## config.mk

```make
export PLATFORM = sky130hd
export DESIGN_NAME = ps2_host_tx
export DESIGN_NICKNAME = d
export VERILOG_FILES = /design/src/rtl/ps2_host_tx.sv
export SDC_FILE = /design/constraint.sdc
export NUM_CORES = 1
export LEC_CHECK = 0
export BUFFER_PORTS_ARGS = -buffer_cell sky130_fd_sc_hd__buf_2
export CORE_ASPECT_RATIO = 1.4
export CORE_UTILIZATION = 55
export CTS_BUF_LIST = sky130_fd_sc_hd__clkbuf_2
export DETAILED_ROUTE_END_ITERATION = 8
export PLACE_DENSITY = 0.71
export SKIP_LAST_GASP = 1
export SYNTH_ARGS = -nofsm -noshare
export SYNTH_HDL_FRONTEND = slang
export SYNTH_SLANG_ARGS = --single-unit
```

## constraint.sdc

```tcl
create_clock -name clock -period 2.9 [get_ports clock]
set_clock_uncertainty 0.1 [all_clocks]
set_input_delay 0.435 -clock clock [delete_from_list [all_inputs] [get_ports clock]]
set_output_delay 0.435 -clock clock [all_outputs]
set_load 0.03 [all_outputs]
```

## src/rtl/ps2_host_tx.sv

```systemverilog
// Host-to-device PS/2 transmitter: request-to-send, 11-bit frame on device clock edges, ACK check.
// The open-drain enables are registered so that reset releases both lines asynchronously.
module ps2_host_tx #(
   parameter int INHIBIT_CYCLES = 5000,
   parameter int TIMEOUT_CYCLES = 750000
) (
   input  logic       clock,
   input  logic       reset,
   input  logic [7:0] send_data,
   input  logic       send_valid,
   output logic       busy,
   output logic       done,
   output logic       error,
   input  logic       ps2_clk_in,
   input  logic       ps2_dat_in,
   output logic       ps2_clk_oe,
   output logic       ps2_dat_oe,
   output logic [2:0] dbg_state
);

   localparam int CNT_MAX = (TIMEOUT_CYCLES > INHIBIT_CYCLES) ? TIMEOUT_CYCLES : INHIBIT_CYCLES;
   localparam int CW      = $clog2(CNT_MAX + 1);

   localparam logic [2:0] S_IDLE     = 3'd0;
   localparam logic [2:0] S_INHIBIT  = 3'd1;
   localparam logic [2:0] S_RTS      = 3'd2;
   localparam logic [2:0] S_SHIFT    = 3'd3;
   localparam logic [2:0] S_ACK_WAIT = 3'd4;
   localparam logic [2:0] S_RELEASE  = 3'd5;

   logic [2:0]    r_state;
   logic [CW-1:0] r_cnt;
   logic [3:0]    r_bit;
   logic [7:0]    r_shift;
   logic          r_parity;
   logic          r_ack;
   logic          r_done;
   logic          r_error;
   logic          r_clk_oe;
   logic          r_dat_oe;
   logic          r_clk_meta;
   logic          r_clk_sync;
   logic          r_clk_prev;
   logic          r_dat_meta;
   logic          r_dat_sync;

   logic          w_fall;
   logic          w_tmo_phase;
   logic          w_timeout;
   logic [3:0]    w_n;

   assign w_fall      = r_clk_prev & ~r_clk_sync;
   assign w_tmo_phase = (r_state == S_RTS) || (r_state == S_SHIFT) ||
                        (r_state == S_ACK_WAIT) || (r_state == S_RELEASE);
   assign w_timeout   = w_tmo_phase && (r_cnt == CW'(TIMEOUT_CYCLES - 1));
   assign w_n         = r_bit + 4'd1;

   assign busy       = (r_state != S_IDLE);
   assign done       = r_done;
   assign error      = r_error;
   assign ps2_clk_oe = r_clk_oe;
   assign ps2_dat_oe = r_dat_oe;
   assign dbg_state  = r_state;

   always_ff @(posedge clock or posedge reset) begin
      if (reset) begin
         r_state    <= S_IDLE;
         r_cnt      <= '0;
         r_bit      <= '0;
         r_shift    <= '0;
         r_parity   <= 1'b0;
         r_ack      <= 1'b0;
         r_done     <= 1'b0;
         r_error    <= 1'b0;
         r_clk_oe   <= 1'b0;
         r_dat_oe   <= 1'b0;
         r_clk_meta <= 1'b0;
         r_clk_sync <= 1'b0;
         r_clk_prev <= 1'b0;
         r_dat_meta <= 1'b0;
         r_dat_sync <= 1'b0;
      end else begin
         r_clk_meta <= ps2_clk_in;
         r_clk_sync <= r_clk_meta;
         r_clk_prev <= r_clk_sync;
         r_dat_meta <= ps2_dat_in;
         r_dat_sync <= r_dat_meta;
         r_done     <= 1'b0;
         r_error    <= 1'b0;
         if (w_tmo_phase) begin
            r_cnt <= r_cnt + 1'b1;
         end
         // A timeout wins over any falling edge seen in the same cycle.
         if (w_timeout) begin
            r_clk_oe <= 1'b0;
            r_dat_oe <= 1'b0;
            r_error  <= 1'b1;
            r_cnt    <= '0;
            r_state  <= S_IDLE;
         end else begin
            case (r_state)
               S_IDLE: begin
                  if (send_valid && !r_done && !r_error) begin
                     r_shift  <= send_data;
                     r_parity <= ~^send_data;
                     r_cnt    <= '0;
                     r_bit    <= '0;
                     r_clk_oe <= 1'b1;
                     r_dat_oe <= 1'b0;
                     r_state  <= S_INHIBIT;
                  end
               end
               S_INHIBIT: begin
                  // INHIBIT_CYCLES with clock alone held, then one cycle with the start bit too.
                  if (r_cnt == CW'(INHIBIT_CYCLES)) begin
                     r_clk_oe <= 1'b0;
                     r_cnt    <= '0;
                     r_state  <= S_RTS;
                  end else begin
                     if (r_cnt == CW'(INHIBIT_CYCLES - 1)) begin
                        r_dat_oe <= 1'b1;
                     end
                     r_cnt <= r_cnt + 1'b1;
                  end
               end
               S_RTS: begin
                  r_state <= S_SHIFT;
               end
               S_SHIFT: begin
                  if (w_fall) begin
                     r_bit <= w_n;
                     if (w_n <= 4'd8) begin
                        r_dat_oe <= ~r_shift[0];
                        r_shift  <= {1'b0, r_shift[7:1]};
                     end else if (w_n == 4'd9) begin
                        r_dat_oe <= ~r_parity;
                     end else begin
                        r_dat_oe <= 1'b0;
                        r_state  <= S_ACK_WAIT;
                     end
                  end
               end
               S_ACK_WAIT: begin
                  if (w_fall) begin
                     r_ack   <= ~r_dat_sync;
                     r_state <= S_RELEASE;
                  end
               end
               S_RELEASE: begin
                  if (r_clk_sync && r_dat_sync) begin
                     r_done  <= r_ack;
                     r_error <= ~r_ack;
                     r_state <= S_IDLE;
                  end
               end
               default: begin
                  r_state <= S_IDLE;
               end
            endcase
         end
      end
   end

endmodule

```

==> impl_results.md, run 1 <==
- Cells after synthesis: 313
- Net Count, Synth: 330
- Vias in the first global route: 2,452
- Share of cells above drive strength 1: 0.179
- Post-route minimum period: 2.40 ns
- F_max: 417 MHz
- # setup viols final: 0
- Ant diodes: 0
- # DRC: 0
- Total wire length: 6880 um
- Max-slew headroom at the worst pin: 0.351
- Power Total: 0.00100 W
- CP Capture Type: flip-flop
- Sum of negative setup slack: 0 ns
- P_leak: 1.35 nW
- Critical Path Max Stage Delay: 0.60 ns
- Hold Fails Final Rpt: 0
- Area Overhead vs Synth: 6.88%
- Clk pin slew, worst setup/hold paths: 0.26 ns
- Number of CTS-inserted buffers: 5
- Unrepaired setup endpoints after global routing: no
- Slowest CP cell: dfrtp_1
- Die area: 5520 sq um
- Cell Pwr Density: 326 nW/um^2
- Detail Placement HPWL: 5080 um
- Root Buffer: clkbuf_2
- Die X-Extent: 63.1 um
- Share of flip-flops with an asynchronous set or reset: 1.00
- Final #Nets: 351
- Placed cells: 389
- Routability cong.: 0.923
- GRT Residual Overflow: 0
- # IOs: 21
- Core ar.: 4920 sq um
- GRT Util Overall: 0.270
- Row count: 30
- Clk_lat worst skew: 0.44 ns
- Sequential area share after synthesis: 0.401
- Initial antenna violation count: 0
- Clk sink count: 46
- Max-Cap Viols: 0
- First-pass iteration count of the detailed router: 4
- Post-Syn Area: 2870 sq um
- Syn_area_per_cell: 9.18 sq um
- CTS Buffer Depth: 2
- First-pass GRT wire length: 11,500 um
- Fin crit share: 0.827
- Initial Util: 0.584
- Crit-path cells: nand2b_1 > and2_0 > a31oi_2 > or4b_1 > a21oi_1
- Reg2Reg Setup Slack: 0.50 ns
- Most used DFF post-synth: dfrtp_1
- PortBufs: 20
- Max Transition Viols Final: 0
- Starting DRC count in detailed routing: 141
- Synth Register Bits: 46
- Worst Path Required: 3.18 ns
- Level count of the clock H-tree: 2
- WP data arrival: 2.68 ns
- YS warnings: 0
- Vias post-DR: 2,522
- Crit Path Max Fanout: 16
- Cell variety after synth: 69
- CTS tree: yes
- Fin cells: 399
- Run status: finished clean
- WL/cell: 17.2 um
- VDD IR max: 0.237 mV
- CP startpoint kind: flip-flop
- Util after Layout: 0.625
- Via-to-Cell Ratio: 6.32
- Fin Hold WS: 0.0578 ns
- Setup CP Type: reg -> reg
- Die height: 87.5 um
- Post-route ant nets: 0
- Class of the worst hold path: in -> async
- Post-cts gate resize count: 0
- Pin count of the biggest net entering global routing: 47
- Worst-Margin Slew: 0.973 ns
- EDFF count, synth: 0
Yosys cell counts, drive strengths merged (2+ instances only):
master    n  area (sq um)
a211oi    4          30.0
a21oi    13          80.1
a22o      2          17.5
a22oi     3          27.5
a31oi     6          43.8
a32oi     2          17.5
and2      4          27.5
and3      4          25.0
buf      12          86.3
dfrtp    46          1150
ha        4          50.1
inv      11          41.3
mux2      7          78.8
mux2i     5          50.1
nand2    48           180
nand2b    6          37.5
nand3    16          80.1
nand3b    6          45.0
nand4     9          56.3
nand4b    3          26.3
nor2     23          86.3
nor2b     3          26.3
nor3     11          77.6
nor3b     3          27.5
nor4      5          31.3
nor4b     2          38.8
o211ai    3          22.5
o21ai    10          53.8
o221ai    3          26.3
o22ai     2          12.5
o2bb2ai   2          17.5
o31ai     5          37.5
or2       3          18.8
or3b      2          17.5
xnor2     6          52.6
xor2      2          17.5
sequential cells by signal (all words and copies together), names as in the netlist:
register and count:
r_parity 1, r_cnt 20, r_bit 4, r_clk_sync 1
r_dat_meta 1, done 1, r_ack 1, ps2_clk_oe 1
error 1, dbg_state 3, r_clk_prev 1, ps2_dat_oe 1
r_shift 8, r_dat_sync 1, r_clk_meta 1
power breakdown:
group	switching [W]	leakage [nW]	internal (W)
clock network	0.000237	0.0296	0.0000643
logic	0.0000309	0.793	0.0000221
registers	0.00000221	0.527	0.000647
total	0.000270	1.35	0.000733
layout make-up:
cell class | count | area, sq um
Sequential cell | 46 | 1150
Fill cell | 437 | 1850
Multi-Input combinational cell | 243 | 1590
Inverter | 11 | 41.3
Clock buffer | 5 | 25.0
Timing Repair Buffer | 27 | 158
Tap cell | 64 | 80.1
Clock inverter | 3 | 25.0
timing repair:
item	in CTS	in global routing
buffers inserted	0	0
endpoints found under the setup margin	0	0
endpoints found under the hold margin	2	0
hold buffers	2	0
worst max-delay path, delay by kind of cell, from the launching register on:
kind             cells  cell delay (ns)
AND/OR/NAND/NOR      3             1.07
flip-flops           1             0.60
AO/OA/AOI/OAI        2             0.58
cell usage in the layout, fill, tap and decap left out, types with 3 or more instances in the layout:
master | synthesis | routed
ha_1 | 4 | 4
nand4_1 | 9 | 9
dfrtp_1 | 46 | 46
clkbuf_2 | 0 | 5
mux2i_1 | 5 | 5
nand3_1 | 16 | 16
buf_2 | 6 | 20
buf_4 | 3 | 5
nor4_1 | 5 | 5
nor2_1 | 23 | 23
nand2b_1 | 6 | 6
o31ai_1 | 5 | 5
a211oi_1 | 4 | 4
a21oi_1 | 11 | 11
and3_1 | 4 | 4
o21ai_0 | 8 | 8
o221ai_1 | 3 | 3
nand2_1 | 48 | 48
nand4b_1 | 3 | 3
or2_2 | 3 | 3
o211ai_1 | 3 | 3
xnor2_1 | 6 | 6
mux2_2 | 5 | 5
a31oi_1 | 5 | 5
nand3b_1 | 6 | 6
inv_1 | 11 | 10
nor3_1 | 9 | 9
routing by layer:
metal	GRT usage	wire length [um]	share of wire	up-vias
met5	0	0	0	-
met4	0.150	286	0.042	0
met3	0.0430	294	0.043	31
met2	0.497	3550	0.52	88
met1	0.295	2750	0.40	1209
li1	-	-	-	1194
cell families after synthesis:
logic type,Yosys count,share of synthesized area
flops,46,0.401
mux,12,0.0448
buf+inv,24,0.0457
simple gates,154,0.302
xor+xnor,8,0.0244
fa+ha+maj,4,0.0174
compound gates,65,0.165
per-stage QoR:
stage / setup WS, ns / instance area (sq um)
after CTS: 0.519 / 3070
final: 0.502 / 3070
after global routing: 0.293 / 3070
after global placement: 0.616 / 3000
after floorplan: 0.864 / 2870
after detailed placement: 0.568 / 3000
worst paths after layout:
path | start | end | cells after the start
min reg2reg | r_dat_meta | r_dat_sync | 0
min | reset | r_cnt[9] | 2
max reg2reg | dbg_state[2] | r_cnt[16] | 5
max in group asynchronous | reset | r_shift[0] | 2
min in group clock | send_data[7] | r_shift[7] | 2
max | dbg_state[2] | r_cnt[16] | 5
No activity file was read; power rests on OpenSTA's default activity.
==> run 2: changes to the inputs <==
--- a/config.mk
+++ b/config.mk
@@ -10,7 +10,7 @@
 export CORE_UTILIZATION = 55
 export CTS_BUF_LIST = sky130_fd_sc_hd__clkbuf_2
 export DETAILED_ROUTE_END_ITERATION = 8
-export PLACE_DENSITY = 0.71
+export PLACE_DENSITY = 0.74
 export SKIP_LAST_GASP = 1
 export SYNTH_ARGS = -nofsm -noshare
 export SYNTH_HDL_FRONTEND = slang
==> constraint.sdc (replaced) <==
create_clock -name clock -period 2 [get_ports clock]
set_clock_uncertainty 0.1 [all_clocks]
set_input_delay 0.3 -clock clock [delete_from_list [all_inputs] [get_ports clock]]
set_output_delay 0.3 -clock clock [all_outputs]
set_load 0.03 [all_outputs]
==> run 2 against run 1 <==
  * The run now ends with setup timing left
  * Critical path depth up 1
  * Largest cell class unchanged
  * Worst hold slack got worse by 0.040 ns
  * Sequential share of layout area is 6.6 points lower
  * Critical endpoint unchanged
  * Maximum frequency up 20%
  * Largest power group unchanged
  * Sequential power up 45%
  * Clock power is 81% higher
  * Die area unchanged
  * Combinational power grew 58%
==> impl_results.md, run 2 (synthesis results as in run 1) <==
- Switching Share: 0.243
- First-pass iteration count of the detailed router: 4
- Number of flip-flops in the largest register: 20
- Share of cells above drive strength 1: 0.373
- Hold Fails Final Rpt: 0
- Worst Path Required: 2.27 ns
- Detail Placement HPWL: 5610 um
- Root Buffer: clkbuf_2
- Post-route ant nets: 0
- VDD IR max: 0.376 mV
- Place WS: -0.00559 ns
- Clk sink count: 46
- Footprint of the multi-input gates: 1730 sq um
- NetSw: 0.000381 W
- Flop pwr share: 0.600
- Max Transition Viols Final: 0
- Commonest non-fill, non-tap cells in the layout: buf_4, nand2_1, dfrtp_1
- Run status: finished, violations left
- Failing checks: setup timing
- Ant diodes: 0
- Slowest CP cell: or4b_4
- Reg area: 1150 sq um
- Fillers: 330
- CTS tree: yes
- Total wire length: 8260 um
- F_max: 500 MHz
- Vias post-DR: 2,853
- Reg2Reg Setup Slack: -0.001 ns
- PortBufs: 20
- Top reg by flops: r_cnt
- Cell Pwr Density: 419 nW/um^2
- Final worst slack: -0.00123 ns
- Level count of the clock H-tree: 2
- Worst-Margin Slew: 0.607 ns
- Die X-Extent: 63.1 um
- Area Overhead vs Synth: 30.3%
- Fin Hold WS: 0.0180 ns
- Critical Path Max Stage Delay: 0.50 ns
- GRT Util Overall: 0.305
- Post-route minimum period: 2.00 ns
- Die area: 5520 sq um
- First-pass GRT wire length: 12,900 um
- Power Total: 0.00157 W
- Class of the worst hold path: in -> reg
- Crit-path cells: buf_4 > nor3b_4 > nor2_2 > a31oi_4 > or4b_4 > a21oi_2
- Internal power: 0.00119 W
- CTS Buffer Depth: 2
- Routability cong.: 0.904
- Unrepaired setup endpoints after global routing: yes
- WL/cell: 17.8 um
- Vias in the first global route: 2,878
- Power share of the clock group: 0.347
- CP Capture Type: flip-flop
- # setup viols final: 1
- Combinational power share: 0.053
- Top Registers: r_cnt: 20 flops, r_shift: 8 flops, r_bit: 4 flops
- Initial antenna violation count: 0
- Crit Path Max Fanout: 5
- WP data arrival: 2.27 ns
- Starting DRC count in detailed routing: 200
- Clk_lat worst skew: 0.43 ns
- Core ar.: 4920 sq um
- # DRC: 0
- Setup CP Type: reg -> reg
- Number of CTS-inserted buffers: 5
- Final #Nets: 415
- Max-slew headroom at the worst pin: 0.596
- P_leak: 1.74 nW
- Fin crit share: 1.00
- CP startpoint kind: flip-flop
- Initial Util: 0.584
- Row count: 30
- Leading cell type in the layout, fill and taps excluded: buf_4
- GRT Residual Overflow: 0
- Via-to-Cell Ratio: 6.16
- Clk pin slew, worst setup/hold paths: 0.26 ns
- Max-Cap Viols: 0
- # IOs: 21
- Die height: 87.5 um
- Pin count of the biggest net entering global routing: 47
-- run 2: cell count changes in the layout (fill, tap and decap cells not counted), moves of 4 or more --
cell,change
buf_4,+58
nor2_2,+4
mux2_2,-5
nor2_1,-4
mux2_4,+7
buf_6,+5
-- run 2: worst paths after layout --
kind	startpoint	to	cells after the start
setup reg to reg	dbg_state[1]	r_cnt[16]	6
max in group asynchronous	reset	dbg_state[1]	4
setup / recovery	dbg_state[1]	r_cnt[16]	6
hold reg to reg	r_dat_meta	r_dat_sync	0
hold / removal	send_data[7]	r_shift[7]	2
min in group asynchronous	reset	r_cnt[18]	4
-- run 2: what timing repair did --
item | in CTS | in global routing
resized for setup | 9 | 31
pin swaps | 7 | 10
buffers inserted | 8 | 6
setup endpoints to repair | 9 | 23
hold buffers | 3 | 0
endpoints found under the hold margin | 48 | 0
cloned | 0 | 0
-- run 2: layer usage --
| metal | share of wire | up-vias | GRT usage |
|---|---|---|---|
| li1 | - | 1316 | - |
| met1 | 0.38 | 1408 | 0.322 |
| met2 | 0.54 | 95 | 0.574 |
| met3 | 0.042 | 34 | 0.0391 |
| met4 | 0.045 | 0 | 0.184 |
| met5 | 0 | - | 0 |
-- run 2: per-stage QoR --
stage	std cells	utilization	setup TNS (ns)	instance area, sq um
finish	463	0.762	-0.00123	3740
CTS	457	0.724	-0.0399	3560
global placement	438	0.687	0	3380
global route	463	0.762	-0.644	3740
detailed placement	438	0.687	-0.00616	3380
floorplan	313	-	0	2880
-- run 2: final cells by class --
type | instances | share of cell area
clock buffers | 5 | 0.00668
clock inverters | 3 | 0.0117
inverters | 11 | 0.0110
multi-input cells | 243 | 0.461
flip-flops and latches | 46 | 0.308
well taps | 64 | 0.0214
repair buffers | 91 | 0.180
-- run 2: power groups by stage --
stage,Combinational (W),Clock (W),Sequential [W]
2_1_floorplan,0.0000481,0,0.000955
3_3_place_gp,0.0000772,0,0.000955
3_5_place_dp,0.0000789,0,0.000956
4_1_cts,0.0000843,0.000553,0.000940
5_1_grt,0.0000927,0.000582,0.000942
6_report,0.0000839,0.000544,0.000941
-- run 2: worst max-delay path: cells and delay by family (launching register included) --
family          cells  cell delay (ns)
buf+inv             1             0.18
flops               1             0.49
simple gates        3             0.80
compound gates      2             0.38
==> run 3: changes to the inputs <==
--- a/config.mk
+++ b/config.mk
@@ -11,6 +11,7 @@
 export CTS_BUF_LIST = sky130_fd_sc_hd__clkbuf_2
 export DETAILED_ROUTE_END_ITERATION = 8
 export PLACE_DENSITY = 0.74
+export SETUP_SLACK_MARGIN = 0.4
 export SKIP_LAST_GASP = 1
 export SYNTH_ARGS = -nofsm -noshare
 export SYNTH_HDL_FRONTEND = slang
==> run 3 against run 2 <==
  * The run still ends with setup timing left
  * Combinational power increased by 19%
  * Final cell count grew 6.0%
  * Register-to-register slack lost 0.16 ns
  * Via count grew 24%
  * Setup slack worse by 0.16 ns
  * Global-route usage grew 3.0 points
  * Clock power up 3%
  * Worst hold slack improved by 0.032 ns
  * Maximum frequency down 7.5%
  * Utilization grew 16 points
  * Total power grew 2.4%
==> impl_results.md, run 3 (synthesis results as in run 1) <==
- First-pass GRT wire length: 14,100 um
- Reg area: 1160 sq um
- Die area: 5520 sq um
- NetSw: 0.000410 W
- Share of cells above drive strength 1: 0.548
- Max Transition Viols Final: 0
- Row count: 30
- Top Registers: r_cnt: 20 flops, r_shift: 8 flops, r_bit: 4 flops
- Power Total: 0.00161 W
- CP startpoint kind: flip-flop
- Starting DRC count in detailed routing: 619
- Worst Path Required: 2.29 ns
- Clk_lat worst skew: 0.49 ns
- F_max: 462 MHz
- Max-Cap Viols: 0
- Fin crit share: 1.08
- Max-slew headroom at the worst pin: 0.636
- GRT Util Overall: 0.335
- Flop pwr share: 0.587
- Core ar.: 4920 sq um
- Unrepaired setup endpoints after global routing: yes
- # DRC: 0
- CTS tree: yes
- Internal power: 0.00120 W
- Number of flip-flops in the largest register: 20
- Hold Fails Final Rpt: 0
- Cell Pwr Density: 353 nW/um^2
- Worst-Margin Slew: 0.546 ns
- Vias in the first global route: 3,021
- Pin count of the biggest net entering global routing: 25
- WP data arrival: 2.46 ns
- CP Capture Type: flip-flop
- VDD IR max: 0.444 mV
- Fillers: 148
- Post-route minimum period: 2.16 ns
- # IOs: 21
- Setup CP Type: reg -> reg
- Routability cong.: 0.915
- Commonest non-fill, non-tap cells in the layout: buf_4, nand2_1, dfrtp_1
- Footprint of the multi-input gates: 2190 sq um
- Initial antenna violation count: 0
- First-pass iteration count of the detailed router: 5
- Final worst slack: -0.162 ns
- Failing checks: setup timing
- WL/cell: 26.4 um
- Fin cells: 491
- Class of the worst hold path: in -> reg
- Clk sink count: 46
- Leading cell type in the layout, fill and taps excluded: buf_4
- Final instance area: 4550 sq um
- Die X-Extent: 63.1 um
- PortBufs: 20
- Clk pin slew, worst setup/hold paths: 0.31 ns
- # setup viols final: 26
- Area Overhead vs Synth: 58.2%
- Root Buffer: clkbuf_2
- Via-to-Cell Ratio: 7.19
- P_leak: 2.02 nW
- Top reg by flops: r_cnt
- Initial Util: 0.584
- Switching Share: 0.255
- GRT Residual Overflow: 0
- Combinational power share: 0.062
- Run status: finished, violations left
- Die height: 87.5 um
- Crit Path Max Fanout: 12
- Placed cells: 426
- Detail Placement HPWL: 5870 um
- Level count of the clock H-tree: 2
- Post-route ant nets: 0
- DP Area: 3420 sq um
- Number of CTS-inserted buffers: 5
- Vias post-DR: 3,531
- CTS Buffer Depth: 2
- Ant diodes: 0
- Final #Nets: 443
- Power share of the clock group: 0.351
- Total wire length: 13,000 um
==> run 3: changes by cell type in the layout (fill, tap and decap cells not counted), sizes merged <==
cell | previous run | this run
dlygate4sd3 | 3 | 4
clkinvlp | 0 | 2
clkbuf | 5 | 7
clkinv | 1 | 0
inv | 12 | 10
buf | 88 | 114
==> run 3: what timing repair did <==
item	in CTS	in global routing
setup buffers	23	27
setup endpoints to repair	44	45
pin swaps	19	45
resized for setup	56	80
gates cloned	0	3
hold endpoints to repair	24	1
hold buffers	3	1
==> run 3: per-layer routing <==
metal,vias to the layer above,GRT usage,routed length (um)
met5,-,0,0
met4,0,0.211,1250
met3,142,0.0599,1210
met2,350,0.617,6340
met1,1667,0.350,4150
li1,1372,-,-
==> run 3: path summary, 6_finish.rpt <==
check,startpoint,endpoint,slack (ns),cells past startpoint
setup / recovery,dbg_state[2],r_cnt[16],-0.16,6
hold / removal,send_data[1],r_shift[1],0.05,4
setup reg to reg,dbg_state[2],r_cnt[16],-0.16,6
hold reg to reg,r_clk_meta,r_clk_sync,0.30,0
max in group asynchronous,reset,dbg_state[1],0.97,4
min in group asynchronous,reset,r_cnt[13],0.23,3
==> run 3: worst max-delay path, cell delays in order (launching register included) <==
cell and delay, ns:
dfrtp_2 0.48, buf_4 0.19, xor2_1 0.28, nor2_1 0.13, a31oi_4 0.26, or4b_4 0.51, a21oi_2 0.14
==> run 3: final cells by class <==
| type | instances | area share |
|---|---|---|
| Clock inverter | 2 | 0.00825 |
| Timing Repair Buffer | 119 | 0.221 |
| Clock buffer | 6 | 0.00660 |
| Multi-Input combinational cell | 243 | 0.481 |
| Sequential cell | 46 | 0.256 |
| Tap cell | 64 | 0.0176 |
| Inverter | 11 | 0.0105 |
==> run 3: power by group through the flow <==
stage	clock [W]	combinational [W]	sequential, W
2_1_floorplan	0	0.0000499	0.000955
3_3_place_gp	0	0.0000826	0.000956
3_5_place_dp	0	0.0000849	0.000957
4_1_cts	0.000539	0.0000903	0.000941
5_1_grt	0.000592	0.000107	0.000943
6_report	0.000563	0.0000999	0.000943
==> run 3: through the flow <==
| stage | hold WS (ns) | utilization | setup TNS [ns] | setup slack (ns) |
|---|---|---|---|---|
| after floorplan | 0.231 | - | 0 | 0.0206 |
| after global placement | 0.233 | 0.696 | 0 | 0.0154 |
| after detailed placement | 0.245 | 0.696 | -0.0326 | -0.0326 |
| after CTS | 0.00598 | 0.797 | 0 | 0.0462 |
| after global routing | 0.0336 | 0.925 | -2.57 | -0.194 |
| final | 0.0498 | 0.925 | -1.77 | -0.162 |
